==> config.mk <==
export PLATFORM = sky130hd
export DESIGN_NAME = dmem_arbiter
export DESIGN_NICKNAME = d
export VERILOG_FILES = /design/src/rtl/dmem_arbiter.sv
export SDC_FILE = /design/constraint.sdc
export NUM_CORES = 1
export LEC_CHECK = 0
export CAP_MARGIN = 10
export CELL_PAD_IN_SITES_DETAIL_PLACEMENT = 1
export CELL_PAD_IN_SITES_GLOBAL_PLACEMENT = 2
export CORE_AREA = 4 4 149 151
export DETAILED_ROUTE_END_ITERATION = 10
export DIE_AREA = 0 0 153 155
export PLACE_DENSITY_LB_ADDON = 0.2
export SLEW_MARGIN = 15
export SYNTH_ARGS = -nofsm -noshare
export SYNTH_HDL_FRONTEND = slang
export SYNTH_SLANG_ARGS = --single-unit
==> constraint.sdc <==
create_clock -name clk -period 1.65 [get_ports clk]
set_input_delay 0.33 -clock clk [delete_from_list [all_inputs] [get_ports clk]]
set_output_delay 0.33 -clock clk [all_outputs]
set_load 0.05 [all_outputs]
==> src/rtl/dmem_arbiter.sv <==
// Round-robin two-master arbiter with per-master lock in front of a single DMEM port.
// Optional forced handover of a stuck lock when ARB_TIMEOUT_EN is defined.
module dmem_arbiter #(
  parameter int ADDR_W  = 32,
  parameter int DATA_W  = 32,
  parameter int TIMEOUT = 255
) (
  input  logic                clk,
  input  logic                reset,
  input  logic                i_m0_req,
  input  logic                i_m1_req,
  input  logic                i_m0_we,
  input  logic                i_m1_we,
  input  logic                i_m0_lock,
  input  logic                i_m1_lock,
  input  logic [ADDR_W-1:0]   i_m0_addr,
  input  logic [ADDR_W-1:0]   i_m1_addr,
  input  logic [DATA_W-1:0]   i_m0_wdata,
  input  logic [DATA_W-1:0]   i_m1_wdata,
  input  logic [DATA_W/8-1:0] i_m0_sel,
  input  logic [DATA_W/8-1:0] i_m1_sel,
  output logic                o_m0_gnt,
  output logic                o_m1_gnt,
  output logic [DATA_W-1:0]   o_m0_rdata,
  output logic [DATA_W-1:0]   o_m1_rdata,
  output logic                o_m0_rvalid,
  output logic                o_m1_rvalid,
  output logic                o_s_we,
  output logic [ADDR_W-1:0]   o_s_addr,
  output logic [DATA_W-1:0]   o_s_wdata,
  output logic [DATA_W/8-1:0] o_s_sel,
  input  logic [DATA_W-1:0]   i_s_rdata,
  output logic [1:0]          o_owner,
  output logic                o_timeout
);

  localparam logic [1:0] S_IDLE = 2'd0;
  localparam logic [1:0] S_OWN0 = 2'd1;
  localparam logic [1:0] S_OWN1 = 2'd2;

  logic [1:0] r_state;
  logic [1:0] w_next;
  logic       r_last;
  logic       w_gnt0;
  logic       w_gnt1;
  logic       w_force;

  // Reset kills the grant in the same cycle so an in-flight write never lands.
  assign w_gnt0 = (r_state == S_OWN0) & i_m0_req & ~reset;
  assign w_gnt1 = (r_state == S_OWN1) & i_m1_req & ~reset;

  assign o_m0_gnt = w_gnt0;
  assign o_m1_gnt = w_gnt1;
  assign o_owner  = {r_state == S_OWN1, r_state == S_OWN0};

`ifdef ARB_TIMEOUT_EN
  localparam int CNT_W = $clog2(TIMEOUT + 1);

  logic [CNT_W-1:0] r_cnt;
  logic             r_timeout;
  logic             w_lock_gnt;

  assign w_lock_gnt = (w_gnt0 & i_m0_lock) | (w_gnt1 & i_m1_lock);
  // Current access is the TIMEOUT-th consecutive locked grant: break the lock after it.
  assign w_force    = w_lock_gnt & (r_cnt == CNT_W'(TIMEOUT - 1)) &
                      ((w_gnt0 & i_m1_req) | (w_gnt1 & i_m0_req));

  always_ff @(posedge clk) begin
    if (reset) begin
      r_cnt     <= '0;
      r_timeout <= 1'b0;
    end else begin
      if (w_force) r_timeout <= 1'b1;
      if (!w_lock_gnt || w_force) r_cnt <= '0;
      else if (r_cnt != CNT_W'(TIMEOUT)) r_cnt <= r_cnt + 1'b1;
    end
  end

  assign o_timeout = r_timeout;
`else
  assign w_force   = 1'b0;
  assign o_timeout = 1'b0;
`endif

  always_comb begin
    w_next = r_state;
    case (r_state)
      S_IDLE: begin
        if (i_m0_req & i_m1_req) w_next = r_last ? S_OWN0 : S_OWN1;
        else if (i_m0_req)       w_next = S_OWN0;
        else if (i_m1_req)       w_next = S_OWN1;
      end
      S_OWN0: begin
        if (i_m0_req & i_m0_lock & ~w_force) w_next = S_OWN0;
        else if (i_m1_req)                   w_next = S_OWN1;
        else if (i_m0_req)                   w_next = S_OWN0;
        else                                 w_next = S_IDLE;
      end
      S_OWN1: begin
        if (i_m1_req & i_m1_lock & ~w_force) w_next = S_OWN1;
        else if (i_m0_req)                   w_next = S_OWN0;
        else if (i_m1_req)                   w_next = S_OWN1;
        else                                 w_next = S_IDLE;
      end
      default: w_next = S_IDLE;
    endcase
  end

  always_comb begin
    o_s_we    = 1'b0;
    o_s_addr  = '0;
    o_s_wdata = '0;
    o_s_sel   = '0;
    if (w_gnt0) begin
      o_s_we    = i_m0_we;
      o_s_addr  = i_m0_addr;
      o_s_wdata = i_m0_wdata;
      o_s_sel   = i_m0_sel;
    end else if (w_gnt1) begin
      o_s_we    = i_m1_we;
      o_s_addr  = i_m1_addr;
      o_s_wdata = i_m1_wdata;
      o_s_sel   = i_m1_sel;
    end
  end

  always_ff @(posedge clk) begin
    if (reset) begin
      r_state     <= S_IDLE;
      r_last      <= 1'b1;
      o_m0_rvalid <= 1'b0;
      o_m1_rvalid <= 1'b0;
      o_m0_rdata  <= '0;
      o_m1_rdata  <= '0;
    end else begin
      r_state <= w_next;
      if (w_gnt0) r_last <= 1'b0;
      if (w_gnt1) r_last <= 1'b1;
      o_m0_rvalid <= w_gnt0 & ~i_m0_we;
      o_m1_rvalid <= w_gnt1 & ~i_m1_we;
      if (w_gnt0 & ~i_m0_we) o_m0_rdata <= i_s_rdata;
      if (w_gnt1 & ~i_m1_we) o_m1_rdata <= i_s_rdata;
    end
  end

endmodule

Yosys cells after proc, flatten, opt, wreduce, memory -nomap -nowiden --
Index checks and enable logic that the tools add are counted.
Word-level totals: input bits 176, flip-flop bits (word level) 69, logic and storage cells 42, output and inout bits 140
Operators by class: mux-type cells 19, bitwise operators 12, equality and inequality tests 3, reductions and logical operators 2
Operator list (count):
- $mux 32 | 4
- $mux 2 | 9
- $and 1x1->1 | 9
- $mux 4 | 2
- $pmux 2 s3 | 1
- $ne 4x4->1 const B | 1
- $mux 1 | 3
- $not 1->1 | 3
- $eq 2x1->1 const B | 1
- $eq 2x2->1 const B | 1
- $logic_not 2->1 | 1
- $reduce_or 2->1 | 1

Longest topological paths before layout --
depth after elaboration 5, gate-level depth with buffers 7, gate-level depth less buffers 3

Least setup slack after synthesis --
Ideal clock, no wire load.
path type register to register, start reg r_state[1], end reg o_m1_rdata[10], buffers on the path 1, cell stages (with the launch flop) 5, setup time 0.117 ns, clock period less this slack 2.056 ns, slack -0.406 ns, arrival 1.939 ns, required time 1.533 ns, path through dfxtp_1 -> nor2b_1 -> a31oi_1 -> clkbuf_1 -> a22o_1
On the way: longest elaborated chain between the ends 4
Ends and longest elaborated chain:
- start: declaration | line 41 | logic [1:0] r_state;
- start signal: assignment | line 136 | r_state <= w_next;
- $eq 2x2->1
- via o_owner[1] | line 33 | output logic [1:0] o_owner,
- $and 1x1->1 (2 in series) | line 50 | assign w_gnt1 = (r_state == S_OWN1) & i_m1_req & ~reset;
- $and 1x1->1 | line 142 | if (w_gnt1 & ~i_m1_we) o_m1_rdata <= i_s_rdata;
- end signal: assignment | line 142
- end: declaration | line 25 | output logic [DATA_W-1:0] o_m1_rdata,
The timed path passes the listed nets, and every way through them passes these cells. A chain may end at the register's enable or synchronous reset.

Worst setup path in the final report --
start reg r_state[1], end out o_s_wdata[15]
On the way: longest elaborated chain between the ends 5, elaborated cells on any way between the ends 8, those cells by class eq/ne (2); mux (2); bitwise (4)
Ends and longest elaborated chain:
- $eq 2x2->1 | line 50
- $and 1x1->1 (2 in series) | line 50
- $mux 32 | line 119 | end else if (w_gnt1) begin
- $mux 32 * | line 114 | if (w_gnt0) begin
- end: declaration | line 30 | output logic [DATA_W-1:0] o_s_wdata,
Every way passes the cells marked *; elsewhere a longest branch is shown, timed or not.

==> out/results.tsv <==
metric	value	unit
synth.area.top_cells	dfxtp_1, a22o_1, buf_2	
worst-setup-path-type	flip-flop to primary output	
skew	3.98	ps
clkSinkCount	69	
hpwl	15300	µm
reg2reg_depth	10	
holdPathStages	1	
tightest_slew	652	ps
clock_path_buffers	2	
yosysWarnings	0	
synth_xor_area_share	0	%
multi_input_area	2030	µm²
final.fill_count	2137	
path_clk_slew	60	ps
synth_cells	262	
p_leak	3.85	nW
tritoncts	built	
start_kind	flip-flop	
p_seq_share	31.2	%
ys_seq_area_share	47.7	%
status	finished, violations left	
instances_no_fill	906	
worst_slack	-453	ps
postRouteAntennaNets	0	
endpoint_kind	primary output	
io_buffers	314	
yosysTopAreaCell	dfxtp_1	
area_growth	209	%
p_per_area	618	nW/µm²
pre_cts_ws	-676	ps
crit_fanout	21	
num_vias	3951	
p_switching	0.00144	W
synth_area	2890	µm²
clockPowerShare	40.6	%
cts_buffers	9	
diodes	0	
regArea	1390	µm²
fin_crit	2100	ps
pwr-share-comb	28.2	%
power.share.switching	26.0	%
h-tree-depth	3	
rows	53	
setup_viol	137	
slew_headroom	56.5	%
drv_slew	0	
grt_max_degree	22	
drive_gt1_share	48.2	%
power	0.00553	W
antenna_found_initial	0	
avgViaCountPerCell	4.36	
wirelength	21600	µm
violations	negative setup slack	
intPower	0.00409	W
rsz0062_at_grt	yes	
yosys.cell_types.count	19	
place_congestion	0.804	
syn-num-nets	438	
cap_viol_max_count	0	
fin_util	42.9	%
die_width	153	µm
muxShareOfSynthArea	0	%
ctsHoldBuffers	0	
worstSkewPairLatency	330	ps
io_pins	316	
layout_common_cells	clkdlybuf4s50_1, buf_12, buf_4	
die_area	23700	µm²
grt_pass1_wl	30000	µm
synth-seq-cells	69	
dp.cells	842	
layout.nets	802	
worst_hold_path_type	flip-flop to flip-flop	
overflow	0	
fmax	475	MHz
required	1320	ps
routedWlPerCell	23.8	µm
setup-tns-final	-35710	ps
period_share	127	%
yosys.area_share.adder	0	%
mostFrequentLayoutCell	clkdlybuf4s50_1	
drc	0	
cp.arrival	1770	ps
dr.pass1.iters	4	
synth_top_family_by_area	compound AO/OA/AOI/OAI gates	
yosys.area_share.simple	2.81	%
grt_usage	16.9	%
synth_top_cell_area_share	47.7	%
grt_pass1_vias	4440	
initial_core_util	13.9	%
core	20800	µm²
first_iter_violations	51	
clock-root-buffer	clkbuf_16	
die-height	155	µm
synth_area_per_cell	11.0	µm²
vdd_drop_max	0.520	mV
finalHoldViolations	0	
synth_compound_gate_area_share	42.2	%
synth_stat cells (all sizes together):
cell,n
nor2b,4
o21ai,1
a31oi,2
nand2,3
nand3,1
dfxtp,69
buf,30
a21oi,4
a22o,133
clkbuf,2
conb,1
nor4bb,2
o2111ai,1
nor2,2
inv,4
and2,2
a221o,1
state kept, by name, indices dropped and copies added, names as in the netlist:
name	flops
o_m0_rdata	32
r_last	1
o_m1_rvalid	1
o_m0_rvalid	1
r_state	2
o_m1_rdata	32
power by group through the flow:
stage,sequential [W],combinational (W),clock (W)
4_1_cts,0.00172,0.00151,0.00230
3_5_place_dp,0.00176,0.00133,0
3_3_place_gp,0.00176,0.00132,0
2_1_floorplan,0.00185,0.000382,0
5_1_grt,0.00173,0.00162,0.00237
6_report,0.00172,0.00156,0.00224
critical path, cell delays in order (launching register included):
cell and delay, ps:
dfxtp_4 360, nor4bb_4 290, buf_4 160, buf_12 120, buf_16 180, a22o_4 170, buf_12 130
area by class of cell:
type / instances / area share [%]
Timing Repair Buffer: 383 / 53.8
Multi-Input combinational cell: 159 / 22.7
Sequential cell: 69 / 15.5
Tap cell: 275 / 3.85
Clock buffer: 11 / 2.72
Clock inverter: 5 / 1.19
Inverter: 4 / 0.168
cells by family (layout without fill, tap and decap cells):
kind of cell    after synthesis  after routing
compound gates              142            144
buf+inv                      36            403
flops                        69             69
other cells                   1              1
simple gates                 14             14
routing by layer:
layer | vias up | GRT usage [%] | wire length, µm
met1 | 1924 | 17.5 | 7660
met3 | 24 | 5.15 | 1480
li1 | 1799 | - | -
met5 | - | 0 | 0
met2 | 204 | 32.6 | 11800
met4 | 0 | 4.96 | 641
path summary, 6_finish.rpt:
check	startpoint	endpoint	slack (ps)
setup / recovery	r_state[1]	o_s_wdata[15]	-450
hold / removal	o_m0_rdata[23]	o_m0_rdata[23]	480
setup reg to reg	r_state[0]	o_m1_rdata[19]	-240
hold reg to reg	o_m0_rdata[23]	o_m0_rdata[23]	480
metrics by stage:
step	cell area, µm²	hold slack, ps
floorplan	3110	418
global placement	7290	464
detailed placement	7290	467
CTS	8590	484
global route	8940	491
finish	8940	478
repair_timing:
action / CTS / global route
gates cloned: 12 / 7
pin swaps: 7 / 10
buffers inserted: 25 / 12
endpoints found under the setup margin: 139 / 137
gates resized for setup: 78 / 30
(Power assumes the default switching activity.)
